## src/rtl/game_pkg.sv

```systemverilog
// Shared game-side types: frame writer state encoding.
package game_pkg;

  typedef enum logic [2:0] {
    StIdle,
    StWaitPix,
    StSetup,
    StStrobe,
    StDone
  } FwState;

endpackage

```

## src/rtl/sram_pkg.sv

```systemverilog
// SRAM geometry, default frame constants and the RGB888 -> RGB565 packer.
package sram_pkg;

  localparam int unsigned SRAM_ADDR_COUNT = 20;
  localparam int unsigned SRAM_DATA_WIDTH = 16;
  localparam int unsigned SRAM_FRAME_W    = 640;
  localparam int unsigned SRAM_FRAME_H    = 480;
  localparam int unsigned SRAM_BASE_ADDR  = 0;

  // Keeps the top bits of each channel: {R[7:3], G[7:2], B[7:3]}.
  function automatic logic [15:0] rgb888_to_565(input logic [23:0] rgb);
    logic unused_low_bits;
    unused_low_bits = ^{rgb[18:16], rgb[9:8], rgb[2:0]};
    return {rgb[23:19], rgb[15:10], rgb[7:3]};
  endfunction

endpackage

```

## src/rtl/sram_frame_writer.sv

```systemverilog
// Streams RGB888 pixels into the SRAM frame buffer as RGB565, one timed write per pixel.
// Optional running data checksum output enabled by FRAME_WRITER_CHECKSUM_EN.
module sram_frame_writer
  import sram_pkg::*;
  import game_pkg::*;
#(
  parameter int unsigned ADDR_WIDTH = sram_pkg::SRAM_ADDR_COUNT,
  parameter int unsigned DATA_WIDTH = sram_pkg::SRAM_DATA_WIDTH,
  parameter int unsigned FRAME_W    = sram_pkg::SRAM_FRAME_W,
  parameter int unsigned FRAME_H    = sram_pkg::SRAM_FRAME_H,
  parameter int unsigned BASE_ADDR  = sram_pkg::SRAM_BASE_ADDR
) (
  input  logic                       i_clk,
  input  logic                       i_rst_n,
  input  logic                       i_start,
  input  logic                       i_abort,
  input  logic [23:0]                i_pixel,
  input  logic                       i_pixel_valid,
  output logic                       o_pixel_ready,
  output logic                       o_sram_writing,
  output logic                       o_sram_we_n,
  output logic [ADDR_WIDTH-1:0]      o_sram_addr,
  output logic [DATA_WIDTH-1:0]      o_sram_data,
  output logic                       o_busy,
  output logic                       o_done,
  output logic [$clog2(FRAME_W)-1:0] o_h,
  output logic [$clog2(FRAME_H)-1:0] o_v
`ifdef FRAME_WRITER_CHECKSUM_EN
  ,
  output logic [15:0]                o_checksum
`endif
);

  localparam int unsigned HW = $clog2(FRAME_W);
  localparam int unsigned VW = $clog2(FRAME_H);
  localparam logic [HW-1:0]         HLast    = HW'(FRAME_W - 1);
  localparam logic [VW-1:0]         VLast    = VW'(FRAME_H - 1);
  localparam logic [ADDR_WIDTH-1:0] AddrBase = ADDR_WIDTH'(BASE_ADDR);

  FwState state_q;
  logic   last_pix;

  assign last_pix = (o_h == HLast) && (o_v == VLast);

  // Every output is a flop; each transition loads the output values of the state it enters.
  always_ff @(posedge i_clk or negedge i_rst_n) begin
    if (!i_rst_n) begin
      state_q        <= StIdle;
      o_pixel_ready  <= 1'b0;
      o_sram_writing <= 1'b0;
      o_sram_we_n    <= 1'b1;
      o_sram_addr    <= AddrBase;
      o_sram_data    <= '0;
      o_busy         <= 1'b0;
      o_done         <= 1'b0;
      o_h            <= '0;
      o_v            <= '0;
`ifdef FRAME_WRITER_CHECKSUM_EN
      o_checksum     <= '0;
`endif
    end else begin
      unique case (state_q)
        StIdle: begin
          if (i_start) begin
            state_q       <= StWaitPix;
            o_h           <= '0;
            o_v           <= '0;
            o_done        <= 1'b0;
            o_sram_addr   <= AddrBase;
            o_busy        <= 1'b1;
            o_pixel_ready <= 1'b1;
`ifdef FRAME_WRITER_CHECKSUM_EN
            o_checksum    <= '0;
`endif
          end
        end

        StWaitPix: begin
          // Abort wins over a simultaneous pixel so no strobe is ever issued.
          if (i_abort) begin
            state_q       <= StIdle;
            o_pixel_ready <= 1'b0;
            o_busy        <= 1'b0;
          end else if (i_pixel_valid && o_pixel_ready) begin
            state_q        <= StSetup;
            o_sram_data    <= DATA_WIDTH'(rgb888_to_565(i_pixel));
            o_pixel_ready  <= 1'b0;
            o_sram_writing <= 1'b1;
          end
        end

        StSetup: begin
          if (i_abort) begin
            state_q        <= StIdle;
            o_sram_writing <= 1'b0;
            o_busy         <= 1'b0;
          end else begin
            state_q     <= StStrobe;
            o_sram_we_n <= 1'b0;
          end
        end

        StStrobe: begin
          o_sram_we_n    <= 1'b1;
          o_sram_writing <= 1'b0;
          o_sram_addr    <= o_sram_addr + ADDR_WIDTH'(1);
          if (o_h == HLast) begin
            o_h <= '0;
            o_v <= o_v + VW'(1);
          end else begin
            o_h <= o_h + HW'(1);
          end
`ifdef FRAME_WRITER_CHECKSUM_EN
          o_checksum <= o_checksum + 16'(o_sram_data);
`endif
          if (i_abort) begin
            state_q <= StIdle;
            o_busy  <= 1'b0;
          end else if (last_pix) begin
            state_q <= StDone;
            o_busy  <= 1'b0;
          end else begin
            state_q       <= StWaitPix;
            o_pixel_ready <= 1'b1;
          end
        end

        StDone: begin
          o_done  <= 1'b1;
          state_q <= StIdle;
        end

        default: state_q <= StIdle;
      endcase
    end
  end

endmodule

```

## config.mk

```make
export PLATFORM = sky130hd
export DESIGN_NAME = sram_frame_writer
export DESIGN_NICKNAME = d
export VERILOG_FILES = /design/src/rtl/game_pkg.sv /design/src/rtl/sram_pkg.sv /design/src/rtl/sram_frame_writer.sv
export SDC_FILE = /design/constraint.sdc
export NUM_CORES = 1
export LEC_CHECK = 0
export ABC_AREA = 1
export CAP_MARGIN = 20
export CELL_PAD_IN_SITES_DETAIL_PLACEMENT = 1
export CELL_PAD_IN_SITES_GLOBAL_PLACEMENT = 2
export CORE_MARGIN = 10
export CORE_UTILIZATION = 30
export DETAILED_ROUTE_END_ITERATION = 8
export GPL_ROUTABILITY_DRIVEN = 0
export GPL_TIMING_DRIVEN = 1
export PLACE_DENSITY = 0.83
export REMOVE_ABC_BUFFERS = 1
export SLEW_MARGIN = 30
export SYNTH_ARGS = -nofsm -noshare
export SYNTH_HDL_FRONTEND = slang
export SYNTH_SLANG_ARGS = --single-unit
```

## constraint.sdc

```tcl
create_clock -name i_clk -period 3 [get_ports i_clk]
set_input_delay 0.6 -clock i_clk [delete_from_list [all_inputs] [get_ports i_clk]]
set_output_delay 0.6 -clock i_clk [all_outputs]
set_load 0.005 [all_outputs]
```

==> results of run 1 <==
==> worst paths after layout <==
kind	startpoint	endpoint	slack, ns	cells after the start
max reg2reg	state_q[2]	o_v[8]	1.07	8
min in group i_clk	o_sram_data[1]	o_sram_data[1]	0.51	1
max in group asynchronous	i_rst_n	o_sram_we_n	2.40	2
min	i_rst_n	o_h[3]	0.25	2
min reg2reg	o_sram_data[1]	o_sram_data[1]	0.51	1
max	o_h[6]	o_h[6]	0.98	1
==> through the flow <==
step	std cells	power, mW
floorplan	407	1.617
global placement	629	2.134
detailed placement	629	2.173
CTS	645	2.951
global route	645	3.102
finish	645	2.885
==> cell usage in the layout, fill, tap and decap left out, types with 2 or more instances in the layout <==
master,n
o21bai_1,2
nand3_1,34
inv_2,6
nand4_1,7
o21ai_0,21
dfrtp_1,62
clkinv_2,3
nor3_1,6
nor2_1,41
inv_1,50
nor2_4,3
mux2_2,7
clkdlybuf4s50_1,79
clkbuf_8,10
nand2_2,3
a21oi_1,7
mux2_4,9
nand2_1,110
xor2_1,6
ha_1,3
nand2_4,2
o21ai_1,10
clkinvlp_4,2
o22ai_1,5
a2bb2oi_1,2
nor2_2,2
==> where the power goes <==
group | leakage (nW) | switching (mW) | internal [mW] | total, mW
sequential | 0.838 | 0.112 | 1.02 | 1.13
clock | 0.0981 | 0.356 | 0.402 | 0.758
combinational | 1.03 | 0.474 | 0.518 | 0.993
total | 1.97 | 0.942 | 1.94 | 2.89
==> routing by layer <==
metal	vias to the layer above	part of all wire, %	global-route usage (%)
li1	1501	-	-
met2	54	47	20.84
met3	7	4.4	3.523
met5	-	0	0
met4	0	0.96	3.818
met1	1494	47	16.29
==> sequential cells by signal (all words and copies together) (netlist names) <==
| name | cells |
|---|---|
| o_sram_addr | 20 |
| o_sram_data | 16 |
| o_h | 10 |
| o_v | 9 |
| state_q | 3 |
| o_busy | 1 |
| o_done | 1 |
| o_pixel_ready | 1 |
| o_sram_we_n | 1 |
| o_sram_writing | 1 |
==> layout make-up <==
class	count	area [µm²]
Clock inverter	6	60.06
Inverter	57	216.5
Timing Repair Buffer	82	823.3
Multi-Input combinational cell	287	1514
Sequential cell	63	1578
Tap cell	140	175.2
Fill cell	1332	6384
Clock buffer	10	137.6
==> logic make-up (layout without fill, tap and decap cells) <==
group | Yosys count | after routing | synth area share, %
XOR/XNOR | 6 | 6 | 1.565
buffers and inverters | 65 | 155 | 7.936
flip-flops | 63 | 63 | 46.98
multiplexers | 16 | 16 | 6.371
AO/OA/AOI/OAI | 51 | 51 | 8.569
adder cells (fa/ha/maj) | 3 | 3 | 1.118
AND/OR/NAND/NOR | 211 | 211 | 27.46
==> flow_summary_export.csv, run 1 <==
group,metric,value,unit
route,drc_violations_left,0,
finish,nets,532,
grt,first_global_vias,3313,
worst_setup_path,critPathArrivalTime,1.42,ns
finish,postLayoutCoreUtil,41.37,%
worst_setup_path,worst_path_dominant_cell_family,"buffers and inverters",
synth,postSynth.topFlopCell,"dfrtp_1",
worst_setup_path,path_buf_inv,1,
placed_design,placed_cell_area,4307,µm²
cts,holdBufCountCts,0,
timing,total_negative_slack,0,ns
cts,deepest_level_of_the_cts_h_tree,3,
cts,number_of_buffers_inserted_during_clock_tree_synthesis,9,
timing,final_hold_viol_count,0,
route,detail_route.wl_per_cell,15.18,µm
die,die_span_in_y,125.8,µm
finish,share_of_post_route_cells_with_drive_strength_above_1,10.69,%
cts,postCtsSetupBuffers,0,
grt,global_route.overflow_total,0,
timing,clock_tree_skew_after_final_layout,0.01060,ns
finish,antenna_cells_inserted,0,
synth,proportion_of_synthesized_chip_area_in_sequential_cells,46.98,%
cts,clock_latency,0.34,ns
timing,final.period_utilization,67.23,%
synth,synth_area_per_cell,8.092,µm²
cts,cts_repair_resize_count,0,
power_and_ir_drop,p_per_area,640.6,nW/µm²
grt,grt_antenna_before_repair,0,
timing,grt_setup_unrepaired,"no",
die,die_x,125.8,µm
cts,ctsRootBufferMaster,"clkbuf_8",
synth,synth_enable_flop_cells,0,
route,detail_route.iter0.violations,139,
cts,tritoncts_num_sinks,63,
finish,synth_to_layout_area_growth,34.13,%
cts,clk_pin_slew,0.08,ns
grt,global_route.usage.total,12.85,%
synth,netlist_instances,415,
timing,holdWs,0.2526,ns
synth,top_post_synthesis_cells_by_area,"dfrtp_1 46%, nand2_1 12%, inv_1 5.6%, nand3_1 5.1%, nor2_1 4.6%",
worst_setup_path,critical_path_type,"reg -> out",
die,rows,38,
finish,layout.cell_area.non_filler,4504,µm²
synth,synth_async_sr_flop_share,100.0,%
route,antenna_left,0,
synth,ys_top_cells_by_count,"110 x nand2_1, 62 x dfrtp_1, 50 x inv_1",
timing,min_clock_period_post_route,2.017,ns
worst_setup_path,critPathMaxFanout,9,
cts,clockBufferDepth,2,
die,floorplan.die_area,15830,µm²
die,core-area,10890,µm²
synth,synth_seq_cells,63,
timing,maxClockFrequency,495.8,MHz
synth,synth_largest_area_cell,"dfrtp_1",
route,routed_wl,9788,µm
synth,syn_area,3358,µm²
synth,synth_top_area_share,46.20,%
cts,cts_tree,"done",
die,floorplan.io_pins,89,
timing,worst_max_slew_pin_slew,0.5889,ns
placed_design,place.detailed.hpwl,7240,µm
worst_setup_path,cp_slowest_stage_delay,0.56,ns
synth,yosys.cell_types.count,35,
timing,final-max-slew-violation-count,0,
worst_setup_path,cp_cell_sequence,"clkdlybuf4s50_1",
synth,synthMostInstantiatedCell,"nand2_1",
power_and_ir_drop,cellLeakagePower,1.968,nW
outcome,status,"complete, no violations",
timing,timing.final.setup_violations,0,
die,starting_density_of_the_core,30.84,%
route,detailedRoute.firstPassIterationCount,4,
worst_setup_path,worst-endpoint-required,2.40,ns
worst_setup_path,worstSetupEndpointType,"output port",
worst_setup_path,crit_path_top_delay_cell,"clkdlybuf4s50_1",
placed_design,detailedPlace.worstSlack,0.8996,ns
grt,grt_first_pass_wirelength,17060,µm
worst_setup_path,start_kind,"register",
grt,maximum_number_of_pins_on_one_net_before_global_route_repair,64,
route,routed-via-count,3056,
job,max_cap_violations,0,
synth,yosysWarnings,0,
placed_design,port_buffers,80,
timing,maxSlewHeadroom,60.68,%
min_path,min-delay-path-class,"in -> async",
power_and_ir_drop,peakVddDrop,0.0002865,V
timing,fin_ws,0.9831,ns
route,detail_route.vias_per_cell,4.738,
Note: power is estimated with default switching activity, not from simulation.
==> run 2, diff against run 1 <==
--- a/config.mk
+++ b/config.mk
@@ -10,11 +10,11 @@
 export CELL_PAD_IN_SITES_DETAIL_PLACEMENT = 1
 export CELL_PAD_IN_SITES_GLOBAL_PLACEMENT = 2
 export CORE_MARGIN = 10
-export CORE_UTILIZATION = 30
+export CORE_UTILIZATION = 28
 export DETAILED_ROUTE_END_ITERATION = 8
 export GPL_ROUTABILITY_DRIVEN = 0
 export GPL_TIMING_DRIVEN = 1
-export PLACE_DENSITY = 0.83
+export PLACE_DENSITY = 0.78
 export REMOVE_ABC_BUFFERS = 1
 export SLEW_MARGIN = 30
 export SYNTH_ARGS = -nofsm -noshare
==> constraint.sdc (replaced) <==
create_clock -name i_clk -period 2.1 [get_ports i_clk]
set_input_delay 0.42 -clock i_clk [delete_from_list [all_inputs] [get_ports i_clk]]
set_output_delay 0.42 -clock i_clk [all_outputs]
set_load 0.005 [all_outputs]
==> run 2 against run 1 <==
Net effect:
- via count decreased by 0.20%
- count of clock-buffer cells in the layout unchanged
- combinational power increased by 48%
- cell area increased by 4.7%
- clock power increased by 130%
- largest power group is now clock
- worst setup slack got worse by 0.71 ns
- non-clock buffer count increased by 6
- die area increased by 6.0%
- first-iteration DRC count decreased by 9.4%
- critical path depth unchanged
==> flow_summary_export.csv, run 2 (synthesized netlist as in run 1, its figures left out) <==
group,metric,value,unit
timing,maxClockFrequency,545.9,MHz
worst_setup_path,cp-startpoint,"o_h[6]",
power_and_ir_drop,power_switching_share,29.04,%
grt,global_route.overflow_total,0,
die,die_span_in_y,129.5,µm
timing,holdWs,0.4720,ns
finish,share_of_post_route_cells_with_drive_strength_above_1,11.55,%
power_and_ir_drop,cellLeakagePower,2.070,nW
grt,global_route.usage.total,12.59,%
grt,first_global_vias,3302,
timing,clock_tree_skew_after_final_layout,0.004128,ns
outcome,status,"complete, no violations",
timing,maxSlewHeadroom,76.42,%
die,core-area,11560,µm²
worst_setup_path,cp_slowest_stage_delay,0.57,ns
timing,final.period_utilization,87.23,%
power_and_ir_drop,internal_power,3.430,mW
cts,number_of_buffers_inserted_during_clock_tree_synthesis,9,
finish,multiInputGateArea,1514,µm²
worst_setup_path,crit_path_top_delay_cell,"clkdlybuf4s50_1",
finish,seqCellArea,1578,µm²
worst_setup_path,r2r_end,"o_sram_addr[14]",
grt,maximum_number_of_pins_on_one_net_before_global_route_repair,51,
die,rows,39,
route,detailedRoute.firstPassIterationCount,4,
job,max_cap_violations,0,
die,die_x,129.5,µm
timing,grt_setup_unrepaired,"no",
worst_setup_path,worstSetupEndpointType,"output port",
worst_setup_path,timing.reg2reg.worst_path_depth,8,
timing,total_negative_slack,0,ns
finish,final_common_cell,"nand2_1",
timing,min_clock_period_post_route,1.832,ns
worst_setup_path,setup.reg_to_reg.worst_slack,0.37,ns
grt,grt_first_pass_wirelength,17040,µm
die,floorplan.io_pins,89,
finish,nets,538,
finish,reg.largest.list,"o_sram_addr (20), o_sram_data (16), o_h (10)",
cts,cts_tree,"done",
die,floorplan.die_area,16770,µm²
finish,largest_register_ffs,20,
timing,final-max-slew-violation-count,0,
power_and_ir_drop,pwr-share-comb,30.3,%
cts,ctsRootBufferMaster,"clkbuf_16",
worst_setup_path,worst-endpoint-required,1.68,ns
route,detail_route.vias_per_cell,4.664,
cts,clockBufferDepth,2,
power_and_ir_drop,p_clk_share,36.0,%
min_path,min-delay-path-class,"reg -> reg",
cts,tritoncts_num_sinks,63,
finish,registers.top_by_ff_count,"o_sram_addr",
placed_design,numPlacedInstances,637,
finish,final_cell_mix,"110 x nand2_1, 79 x clkdlybuf4s50_1, 62 x dfrtp_1",
cts,cts_repair_resize_count,0,
power_and_ir_drop,peakVddDrop,0.0005019,V
finish,synth_to_layout_area_growth,40.46,%
worst_setup_path,critPathArrivalTime,1.41,ns
grt,grt_antenna_before_repair,0,
worst_setup_path,start_kind,"register",
worst_setup_path,critPathMaxFanout,9,
worst_setup_path,crit_cells,1,
worst_setup_path,critical_path_type,"reg -> out",
cts,clk_pin_slew,0.05,ns
timing,timing.final.setup_violations,0,
die,starting_density_of_the_core,29.04,%
power_and_ir_drop,power.sequential.fraction,33.7,%
route,drc_violations_left,0,
cts,deepest_level_of_the_cts_h_tree,3,
power_and_ir_drop,p_per_area,1025,nW/µm²
worst_setup_path,worst_path_dominant_cell_family,"buffers and inverters",
route,detail_route.wl_per_cell,15.26,µm
finish,antenna_cells_inserted,0,
worst_setup_path,cp_cell_sequence,"clkdlybuf4s50_1",
worst_setup_path,timing.critical_path.to,"o_h[6]",
timing,worst_max_slew_pin_slew,0.3538,ns
placed_design,port_buffers,80,
route,routed-via-count,3050,
worst_setup_path,path_buf_inv,1,
finish,postLayoutCoreUtil,40.79,%
route,routed_wl,9983,µm
power_and_ir_drop,switching_power,1.404,mW
cts,clock_latency,0.33,ns
placed_design,place.detailed.hpwl,7507,µm
route,detail_route.iter0.violations,126,
finish,final_cell_count_no_fill,654,
finish,fill_cells,1394,
worst_setup_path,rr_startpoint,"o_sram_addr[1]",
route,antenna_left,0,
timing,final_hold_viol_count,0,
-- run 2: changes by cell type in the layout (fill, tap and decap cells not counted), sizes merged --
cell / delta
buf: +5
bufinv: +2
clkinv: -1
clkinvlp: -1
dlygate4sd3: +1
-- run 2: layer usage --
layer  GRT usage (%)  up-vias  routed length [µm]  part of all wire [%]
met4           3.571        0                 114                   1.1
met5               0        -                   0                     0
li1                -     1515                   -                     -
met3           4.405        7                 482                   4.8
met1           15.12     1475                4571                    46
met2           20.92       53                4815                    48
-- run 2: area by class of cell --
cell class / count / area share (%)
Clock inverter: 6 / 2.281
Sequential cell: 63 / 33.45
Inverter: 57 / 4.589
Timing Repair Buffer: 88 / 18.73
Tap cell: 143 / 3.793
Clock buffer: 10 / 5.066
Multi-Input combinational cell: 287 / 32.10
-- run 2: repair_timing --
action                                 4_1_cts  5_1_grt
endpoints found under the hold margin       13        0
hold buffers                                 1        0
buffers inserted                             0        0
-- run 2: power by group through the flow --
stage	Sequential [mW]	Combinational (mW)	Clock (mW)
after global routing	1.66	1.63	1.85
after floorplan	1.65	0.664	0
after detailed placement	1.65	1.50	0
after CTS	1.63	1.51	1.79
final	1.63	1.47	1.74
after global placement	1.64	1.48	0
-- run 2: worst min-delay path by stage --
stage,from,end,slack [ns],depth (start not counted)
final,o_busy,o_busy,0.47,2
after global routing,o_busy,o_busy,0.51,2
after CTS,o_busy,o_busy,0.48,2
after detailed placement,i_rst_n,o_sram_data[9],0.35,1
after global placement,i_rst_n,o_sram_data[9],0.34,1
after floorplan,i_rst_n,o_busy,0.12,0
-- run 2: metrics by stage --
stage | cell area [µm²] | setup WS (ns) | total power, mW
3_3_place_gp | 4360 | 0.2479 | 3.114
5_1_grt | 4717 | 0.1628 | 5.146
2_1_floorplan | 3308 | 0.5519 | 2.310
4_1_cts | 4717 | 0.2348 | 4.936
6_report | 4717 | 0.2682 | 4.834
3_5_place_dp | 4360 | 0.2086 | 3.145
